$ cat src/rtl/uart_transmitter.sv
// uart_transmitter
//   Transmit half of the on-board UART. Takes one byte per start strobe from
//   the CPU-side I/O register and shifts it out as an 8N1 frame (start bit low,
//   8 data bits LSB first, stop bit high) on the TX pin.
//
// Parameters
//   CLOCK_SPEED          system clock frequency in Hz
//   BAUD_RATE            serial bit rate in bits/s
//
// Ports
//   clk                  system clock, rising edge
//   reset                synchronous, active-high reset
//   tx_strobe_start      request to send tx_parallel_data_in (honoured in IDLE only)
//   tx_parallel_data_in  byte to send, captured on the accepting edge
//   tx_serial_data_out   registered serial line, idles high
//   tx_busy              high while a frame is in flight
//   tx_done              one-cycle pulse on frame completion
module uart_transmitter #(
   parameter int CLOCK_SPEED = 20_000_000,
   parameter int BAUD_RATE   = 115_200
) (
   input  logic       clk,
   input  logic       reset,
   input  logic       tx_strobe_start,
   input  logic [7:0] tx_parallel_data_in,
   output logic       tx_serial_data_out,
   output logic       tx_busy,
   output logic       tx_done
);

   localparam int CLKS_PER_BIT = CLOCK_SPEED / BAUD_RATE;
   // Guarded so an illegal configuration still elaborates far enough to report.
   localparam int CNT_W = (CLKS_PER_BIT < 2) ? 1 : $clog2(CLKS_PER_BIT);
   localparam logic [CNT_W-1:0] CNT_LAST = CNT_W'(CLKS_PER_BIT - 1);

   generate
      if (CLKS_PER_BIT < 2) begin : g_cfg_check
         $error("uart_transmitter: CLOCK_SPEED / BAUD_RATE must be at least 2");
      end
   endgenerate

   typedef enum logic [1:0] {
      S_IDLE,
      S_START,
      S_DATA,
      S_STOP
   } state_t;

   state_t           state_q;
   logic [CNT_W-1:0] baud_cnt_q;
   logic [2:0]       bit_idx_q;
   logic [7:0]       shift_q;
   logic             line_q;
   logic             busy_q;
   logic             done_q;

   logic [2:0]       bit_idx_nxt;
   logic             bit_last;

   assign bit_idx_nxt = bit_idx_q + 3'd1;
   assign bit_last    = (baud_cnt_q == CNT_LAST);

   // Outputs are driven straight from registers, so the line value for the
   // next bit is computed one edge ahead of the state it belongs to.
   always_ff @(posedge clk) begin
      if (reset) begin
         state_q    <= S_IDLE;
         baud_cnt_q <= '0;
         bit_idx_q  <= '0;
         shift_q    <= '0;
         line_q     <= 1'b1;
         busy_q     <= 1'b0;
         done_q     <= 1'b0;
      end else begin
         done_q <= 1'b0;
         case (state_q)
            S_IDLE: begin
               line_q <= 1'b1;
               busy_q <= 1'b0;
               if (tx_strobe_start) begin
                  // Start bit goes out on the very edge that accepts the byte.
                  shift_q    <= tx_parallel_data_in;
                  baud_cnt_q <= '0;
                  bit_idx_q  <= '0;
                  line_q     <= 1'b0;
                  busy_q     <= 1'b1;
                  state_q    <= S_START;
               end
            end

            S_START: begin
               if (bit_last) begin
                  baud_cnt_q <= '0;
                  bit_idx_q  <= '0;
                  line_q     <= shift_q[0];
                  state_q    <= S_DATA;
               end else begin
                  baud_cnt_q <= baud_cnt_q + CNT_W'(1);
               end
            end

            S_DATA: begin
               if (bit_last) begin
                  baud_cnt_q <= '0;
                  if (bit_idx_q == 3'd7) begin
                     // Leave before the 3-bit index could wrap to bit 0.
                     line_q  <= 1'b1;
                     state_q <= S_STOP;
                  end else begin
                     bit_idx_q <= bit_idx_nxt;
                     line_q    <= shift_q[bit_idx_nxt];
                  end
               end else begin
                  baud_cnt_q <= baud_cnt_q + CNT_W'(1);
               end
            end

            S_STOP: begin
               if (bit_last) begin
                  baud_cnt_q <= '0;
                  busy_q     <= 1'b0;
                  done_q     <= 1'b1;
                  state_q    <= S_IDLE;
               end else begin
                  baud_cnt_q <= baud_cnt_q + CNT_W'(1);
               end
            end

            default: begin
               state_q <= S_IDLE;
               line_q  <= 1'b1;
               busy_q  <= 1'b0;
            end
         endcase
      end
   end

   assign tx_serial_data_out = line_q;
   assign tx_busy            = busy_q;
   assign tx_done            = done_q;

endmodule

$ cat config.mk
export PLATFORM = sky130hd
export DESIGN_NAME = uart_transmitter
export DESIGN_NICKNAME = d
export VERILOG_FILES = /design/src/rtl/uart_transmitter.sv
export SDC_FILE = /design/constraint.sdc
export NUM_CORES = 1
export LEC_CHECK = 0
export CORE_MARGIN = 5
export CORE_UTILIZATION = 45
export DETAILED_ROUTE_END_ITERATION = 8
export HOLD_SLACK_MARGIN = 0.15
export PLACE_DENSITY = 0.65
export SLEW_MARGIN = 20
export SYNTH_ARGS = -nofsm -noshare
export SYNTH_HDL_FRONTEND = slang
export SYNTH_SLANG_ARGS = --single-unit
$ cat constraint.sdc
create_clock -name clk -period 4.9 [get_ports clk]
set_input_delay 1.225 -clock clk [delete_from_list [all_inputs] [get_ports clk]]
set_output_delay 1.225 -clock clk [all_outputs]
set_load 0.03 [all_outputs]
-- Word level (Yosys, flattened, before mapping)
Index checks and enable logic that the tools add are counted.
- flip-flop bits (word level): 24
- bits of input ports: 11
- output and inout port bits: 3
- logic and storage cells: 57
- add/subtract/negate cells: 2
- order comparisons: 1
- equality and inequality tests: 11
- muxes and demuxes: 25
- bitwise gates (word level): 1
- reductions and logical operators: 10
- operators by type and width (cell ; count):
    8-bit 2-to-1 mux ; 2
    8-bit case mux with 2 select lines ; 1
    3-bit 2-to-1 mux ; 4
    2-bit inequality test, second input constant ; 6
    2-bit 2-to-1 mux ; 5
    5-bit AND reduction ; 2
    3-bit case mux with 3 select lines ; 1
    8-bit by 1-bit adder with 8-bit output, second input constant ; 1
    8-bit equality test, second input constant ; 1
    1-bit 2-to-1 mux ; 8
    2-bit case mux with 4 select lines ; 1
    2-bit equality test, second input constant ; 2
    3-bit by 4-bit < comparator with 1-bit output, second input constant ; 1
    2-bit AND reduction ; 2
    3-bit by 1-bit adder with 3-bit output, second input constant ; 1
    1-bit binary-select mux with 3-bit select ; 1
    3-bit equality test, second input constant ; 1
    1-bit case mux with 3 select lines ; 1
    3-bit AND reduction ; 1
    3-bit nonzero test ; 1
    3-bit OR reduction ; 1
    2-bit by 1-bit equality test with 1-bit output, second input constant ; 1
    2-bit zero test ; 1
    1-bit case mux with 2 select lines ; 1
    other kinds (3) ; 3

-- Longest topological paths before layout
Gate-level depths: netlist of run 1.
- depth in word-level cells: 6
- depth in mapped cells: 7
- gate-level depth less buffers: 6

-- Worst setup path before layout of run 1
OpenSTA, ideal clock, no wires.
- kind: input -> register
- start point: input tx_strobe_start
- end point: register state_q[0]
- setup time: 0.124 ns
- data arrival time: 2.050 ns
- data required time: 4.776 ns
- path slack: 2.726 ns
- stages on the path: 5
- path buffers: 1
- cells stage by stage: nor2b_1 > clkbuf_1 > nor3_1 > a32oi_1 > nand3_1
- longest elaborated chain between the ends: 2
- RTL lines (item ; line ; text):
    start: declaration ; 24 ; input logic tx_strobe_start,
    2-bit inequality test (no source line) ; n/a ;
    5-bit AND reduction (no source line) ; n/a ;
    end signal: assignment ; 67 ; state_q <= S_IDLE;
    end signal: assignment ; 87 ; state_q <= S_START;
    end signal: assignment ; 96 ; state_q <= S_DATA;
    end: declaration ; 49 ; state_t state_q;
Every way passes these cells.
A chain may end at the register's enable or synchronous reset.

-- Worst setup path after layout of run 1
- start point: input tx_strobe_start
- end point: register baud_cnt_q[5]
- longest elaborated chain between the ends: 1
- RTL lines (item ; line ; text):
    2-bit inequality test (no source line) ; n/a ;
    end signal: assignment ; 98 ; baud_cnt_q <= baud_cnt_q + CNT_W'(1);
    end signal: assignment ; 114 ; baud_cnt_q <= baud_cnt_q + CNT_W'(1);
    end signal: assignment ; 125 ; baud_cnt_q <= baud_cnt_q + CNT_W'(1);
    end: declaration ; 50 ; logic [CNT_W-1:0] baud_cnt_q;
Every way passes these cells.

==> results of run 1 <==
## routing by layer
layer  track usage (%)  vias to the layer above
met2              18.9                       31
met5                 0                        -
met4              8.05                        0
met1              18.3                      499
li1                  -                      560
met3              3.02                        5
## cells in the final DEF, fill, tap and decap left out, drive strengths merged, types with 3 or more instances in the layout
master / count
dfxtp: 24
ha: 9
nor2b: 3
nor2: 15
xnor2: 6
nand2: 17
a21oi: 16
inv: 6
nor3: 4
clkbuf: 4
clkdlybuf4s50: 13
nand3: 15
o21ai: 3
## through the flow
step	hold WS [ps]	cells	util [%]	instance area, um2
after floorplan	432	154	-	1290
after global placement	439	190	51.9	1430
after detailed placement	446	190	51.9	1430
after CTS	464	194	53.2	1470
after global routing	485	194	53.2	1470
final	464	194	53.2	1470
## sequential cells by signal, indices dropped and copies added (netlist names)
register            count
state_q                 2
tx_busy                 1
tx_serial_data_out      1
bit_idx_q               3
tx_done                 1
shift_q                 8
baud_cnt_q              8
## power by group
group	switching (W)	internal, W
logic	0.000159	0.000104
registers	0.0000205	0.000225
clock network	0.0000604	0.0000455
## worst paths after layout
check,depth (start not counted),slack (ps),endpoint
setup / recovery,4,2060,baud_cnt_q[5]
hold / removal,2,460,shift_q[2]
setup reg to reg,5,2730,baud_cnt_q[5]
hold reg to reg,2,460,shift_q[2]
## cell type report
class / instances / area share (%)
clock buffers: 4 / 2.47
multi-input cells: 116 / 51.7
flip-flops and latches: 24 / 32.7
inverters: 6 / 1.53
repair buffers: 13 / 8.87
well taps: 31 / 2.64
## cell families after synthesis
kind of cell | after synthesis | synth area share, %
and+or+nand+nor | 68 | 26.3
AOI/OAI and AO/OA | 29 | 14.0
DFF | 24 | 37.1
buffers and inverters | 14 | 4.16
adders and majority gates | 9 | 8.70
xor gates and xnor gates | 7 | 4.74
muxes | 3 | 4.93
## critical path, cell delays in order
cell	delay, ps
clkdlybuf4s50_1	630
nor2b_1	710
o21bai_1	360
nor2_1	180
==> results by group, run 1 <==
Setup path
  – Reg-to-reg startpoint: state_q[0]
  – Critical Path Start Type: input pin
  – CP Data Required Time: 5160 ps
  – Critical Path Start: tx_strobe_start
  – Worst path arrival time: about 3100 ps
  – CP max FO: 13
  – Crit Path Category: input pin to flip-flop
  – CP Capture Type: flip-flop

Synthesis
  – Yosys top cell area share: between 30% and 40%
  – Synthesis Warnings: 0
  – Synth async-reset ratio: 0%
  – Number of synthesized register bits: 24
  – Synth unique cells: 35
  – Mapped Cells: roughly 150
  – Sequential share of the synthesized area: 37.1%
  – Commonest cells in the synthesized netlist: 24 x dfxtp_1, 17 x nand2_1, 15 x a21oi_1, 15 x nand3_1, 15 x nor2_1
  – Syn_nets: around 170
  – Area contributors post-synth: dfxtp_1 37%, ha_1 8.7%, a21oi_1 5.8%
  – Cell taking the most area after synthesis: dfxtp_1
  – Cell with the most instances after synthesis: dfxtp_1
  – Dominant synthesized flop cell: dfxtp_1
  – Mapped Avg Cell Area: approximately 8.4 um2
  – Number of synthesized flops with an enable pin: 0
  – Area of the mapped netlist: between 0.001 and 0.0015 mm2

Layout
  – Fillers: 261
  – Share of layout cells above drive strength 1: under 10%
  – Nets: 184
  – Area growth from synthesis to layout: 13.4%
  – Multi-input gate area: 759 um2
  – # diodes: 0
  – FF+latch area: 480 um2

Timing
  – Clock skew: 7.85 ps
  – Rel. slew slack: 47.5%
  – Total Neg Setup Slack: 0 ps
  – Fin crit period: 2840 ps
  – Final setup margin: roughly 2100 ps
  – Period utilization: slightly below 60%
  – Fin. max-slew vios: 0
  – Setup violators final: 0
  – Worst slew pin tran: ~790 ps
  – Fmax: 352 MHz
  – Final Hold Viols: 0
  – RSZ-0062 raised after global routing: false

Floorplan
  – Core area: 0.00276 mm2
  – IO Pins: 14
  – # rows: 19
  – Die width: around 64 um
  – Initial Utilization: a little under half
  – Die ar.: approximately 0.0040 mm2
  – DIE HEIGHT: about 64 um

CTS
  – Post-CTS sizing: 0
  – CTS clock-pin slew for the worst setup and hold paths: about 130 ps
  – Total CTS buffers: 3
  – Clock Sink Count: 24
  – Clk buf depth: 2
  – Hold Buf Count CTS: 0
  – Skew-Pair Late Insertion Delay: 320 ps
  – Max H-tree Level: 1
  – Setup Fix Bufs, Post-CTS: 0
  – Clock root buffer: clkbuf_4
  – CTS tree: done

Placement
  – DPL Wire Length: 1840 um
  – Placer congestion estimate: 0.753
  – Place WS: 1700 ps
  – # port buffers: 13

Drt
  – Vias per cell: 5.64
  – Max layer used: met4
  – WL/cell: 12.9 um
  – Routed vias: ~1,100
  – DR WL met3: approximately 130 um
  – DRC: 0
  – Initial DRC Count: 30
  – Met2 WL: 1080 um
  – ANT nets after route: 0
  – 1st-pass router iterations: 4
  – Drt total wl: about 2500 um
  – DRT met1 WL: 1260 um

Global route
  – Vias in the first global route: 1,043
  – First-pass GRT wire length: roughly 4500 um
  – Initial antenna violation count: 0
  – GRT Total Usage: 13.4%
  – Global route total overflow: 0
  – Largest net degree at the start of global routing: 22

Power
  – Leakage: approximately 0.54 nW
  – Power, Total: 0.000613 W
  – PwrDens: ~420 mW/mm2
  – VDD IR max: 0.275 mV

Outcome
  – Outcome: complete, no violations

Job
  – Max cap viols: 0

Hold path
  – Worst hold path type: flip-flop to flip-flop
  – Hold_sp: shift_q[2]
No activity file was read; power rests on OpenSTA's default activity.
==> inputs of run 2 (changes only) <==
Settings changed: PLACE_DENSITY 0.65 to 0.67.
Clock period 4.9 ns to 2.4 ns, I/O delays scaled along.
==> results by group, run 2 (synthesis results as in run 1) <==
Layout
  – Most common cell after layout, fill and taps aside: dfxtp_1
  – Commonest non-fill, non-tap cells in the layout: 24 x dfxtp_1, 17 x nand2_1, 15 x nand3_1, 15 x a21oi_1, 15 x nor2_1
  – Share of layout cells above drive strength 1: 7.14% (+2.8 points)
  – Fillers: 267 (+2.3%)
  – Multi-input gate area: 759 um2 (unchanged)
  – Top flop regs: baud_cnt_q x8, shift_q x8, bit_idx_q x3
  – # diodes: 0 (unchanged)
  – FF+latch area: 480 um2 (unchanged)
  – Nets: 190 (+3.3%)
  – Area growth from synthesis to layout: 15.9%
  – Design Area, Final: 0.00150 mm2 (+2.1%)

Setup path
  – CP cell instances: ha_1 > mux4_1 > mux2_2 > a2111oi_2 > a21oi_1
  – Critical Path Start Type: flip-flop
  – Reg-to-reg startpoint: bit_idx_q[0]
  – Crit Path Category: flip-flop to flip-flop
  – Max stage delay cell, worst path: mux4_1
  – Setup crit end: tx_serial_data_out
  – FF-to-FF End: tx_serial_data_out
  – Crit-path max cell delay: 550 ps (-160 ps)
  – Worst path bufs/invs: 0 (-1)
  – CP Capture Type: flip-flop
  – Worst path arrival time: 2250 ps (-850 ps)
  – Worst reg-to-reg path cell count: 5 (unchanged)
  – Levels on crit path: 5 (+1)
  – CP max FO: 5 (-8)
  – CP Data Required Time: 2590 ps (-2570 ps)
  – CP top delay family: multiplexers
  – Critical Path Start: bit_idx_q[0]
  – Reg-to-reg slack, setup: 340 ps (-2390 ps)

Drt
  – WL/cell: 13.7 um (+5.8%)
  – DRC: 0 (unchanged)
  – 1st-pass router iterations: 4 (unchanged)
  – Routed vias: 1,123 (+2.6%)
  – Drt total wl: 2720 um (+8.5%)
  – ANT nets after route: 0 (unchanged)
  – Initial DRC Count: 84 (+180%)
  – Vias per cell: 5.64 (about the same)

Placement
  – # port buffers: 13 (unchanged)
  – DPL Wire Length: 2030 um (+10%)
  – Placer congestion estimate: 0.816 (+8.4%)
  – DP Area: 0.00148 mm2 (+3.1%)

Job
  – Max cap viols: 0 (unchanged)

Timing
  – Worst slew pin tran: 330 ps (-455 ps)
  – Fin crit period: 2060 ps
  – Fin. max-slew vios: 0 (unchanged)
  – Period utilization: between 80% and 90%
  – Setup violators final: 0 (unchanged)
  – Fmax: 486 MHz
  – Final Hold Viols: 0 (unchanged)
  – Rel. slew slack: 78.0% (+31 points)
  – Clock skew: 5.18 ps (-2.66 ps)
  – RSZ-0062 raised after global routing: false
  – Total Neg Setup Slack: 0 ps (unchanged)

Global route
  – Global route total overflow: 0 (unchanged)
  – GRT Total Usage: 14.5% (+1.1 points)
  – Largest net degree at the start of global routing: 15 (-32%)
  – First-pass GRT wire length: 4900 um (+9.2%)
  – Initial antenna violation count: 0 (unchanged)
  – Vias in the first global route: 1,124 (+7.8%)

CTS
  – Total CTS buffers: 3 (unchanged)
  – Clk buf depth: 2 (unchanged)
  – Skew-Pair Late Insertion Delay: 300 ps (-20 ps)
  – CTS clock-pin slew for the worst setup and hold paths: 120 ps (about the same)
  – Post-CTS sizing: 0 (unchanged)
  – Hold Buf Count CTS: 0 (unchanged)
  – Clock Sink Count: 24 (unchanged)
  – Max H-tree Level: 1 (unchanged)
  – CTS tree: done
  – Clock root buffer: clkbuf_4
  – Setup Fix Bufs, Post-CTS: 0 (unchanged)

Floorplan
  – IO Pins: 14 (unchanged)
  – Die ar.: 0.00405 mm2 (unchanged)
  – Initial Utilization: 46.9% (unchanged)
  – Die width: 63.6 um (unchanged)
  – Core area: 0.00276 mm2 (unchanged)
  – # rows: 19 (unchanged)
  – DIE HEIGHT: 63.6 um (unchanged)

Outcome
  – Outcome: complete, no violations

Power
  – Leakage: 0.563 nW (+4.0%)
  – VDD IR max: 0.594 mV (+120%)
  – PwrDens: 845 mW/mm2 (+100%)

Hold path
  – Worst hold path type: flip-flop to flip-flop
  – Worst Hold Depth: 2 (unchanged)
[run 2: changes by cell type in the layout (fill, tap and decap cells not counted)]
cell      previous run  this run
buf_4                0         6
clkbuf_8             1         0
[run 2: area by class of cell]
cell class              instances  share of cell area [%]
clock buffers                   3                    1.50
flip-flops and latches         24                    32.1
well taps                      31                    2.59
multi-input cells             116                    50.7
repair buffers                 19                    11.7
inverters                       6                    1.50
[run 2: where the power goes]
part	leakage, nW	switching [W]	internal, W
registers	0.196	0.0000442	0.000458
logic	0.354	0.000348	0.000248
clock network	0.0138	0.000111	0.0000586
total	0.563	0.000503	0.000764
[run 2: per-stage QoR]
| step | power, W | std cells | worst slack, ps | hold slack (ps) | util [%] |
|---|---|---|---|---|---|
| after global placement | 0.00108 | 196 | 386 | 446 | 53.5 |
| after detailed placement | 0.00110 | 196 | 338 | 447 | 53.5 |
| after global routing | 0.00139 | 199 | 187 | 484 | 54.4 |
| after floorplan | 0.000915 | 154 | 430 | 432 | - |
| after CTS | 0.00127 | 199 | 331 | 465 | 54.4 |
| final | 0.00127 | 199 | 342 | 464 | 54.4 |
[run 2: worst min path at each step]
stage                     slack [ps]         end  startpoint
final                            460  shift_q[5]  shift_q[5]
after global routing             480  shift_q[4]  shift_q[4]
after CTS                        470  shift_q[5]  shift_q[5]
after detailed placement         450  shift_q[5]  shift_q[5]
after global placement           450  shift_q[6]  shift_q[6]
after floorplan                  430  shift_q[3]  shift_q[3]
[run 2: routing by layer]
metal,vias to the layer above,GRT usage (%),part of all wire (%)
li1,570,-,-
met5,-,0,0
met4,0,6.23,1.6
met2,30,22.8,45
met1,519,18.8,48
met3,4,3.37,5.0
[run 2: tightest hold or removal path, cell delays in order, from the launching register on]
cell	delay, ps
dfxtp_1	330
nand2_1	50
a21oi_1	50
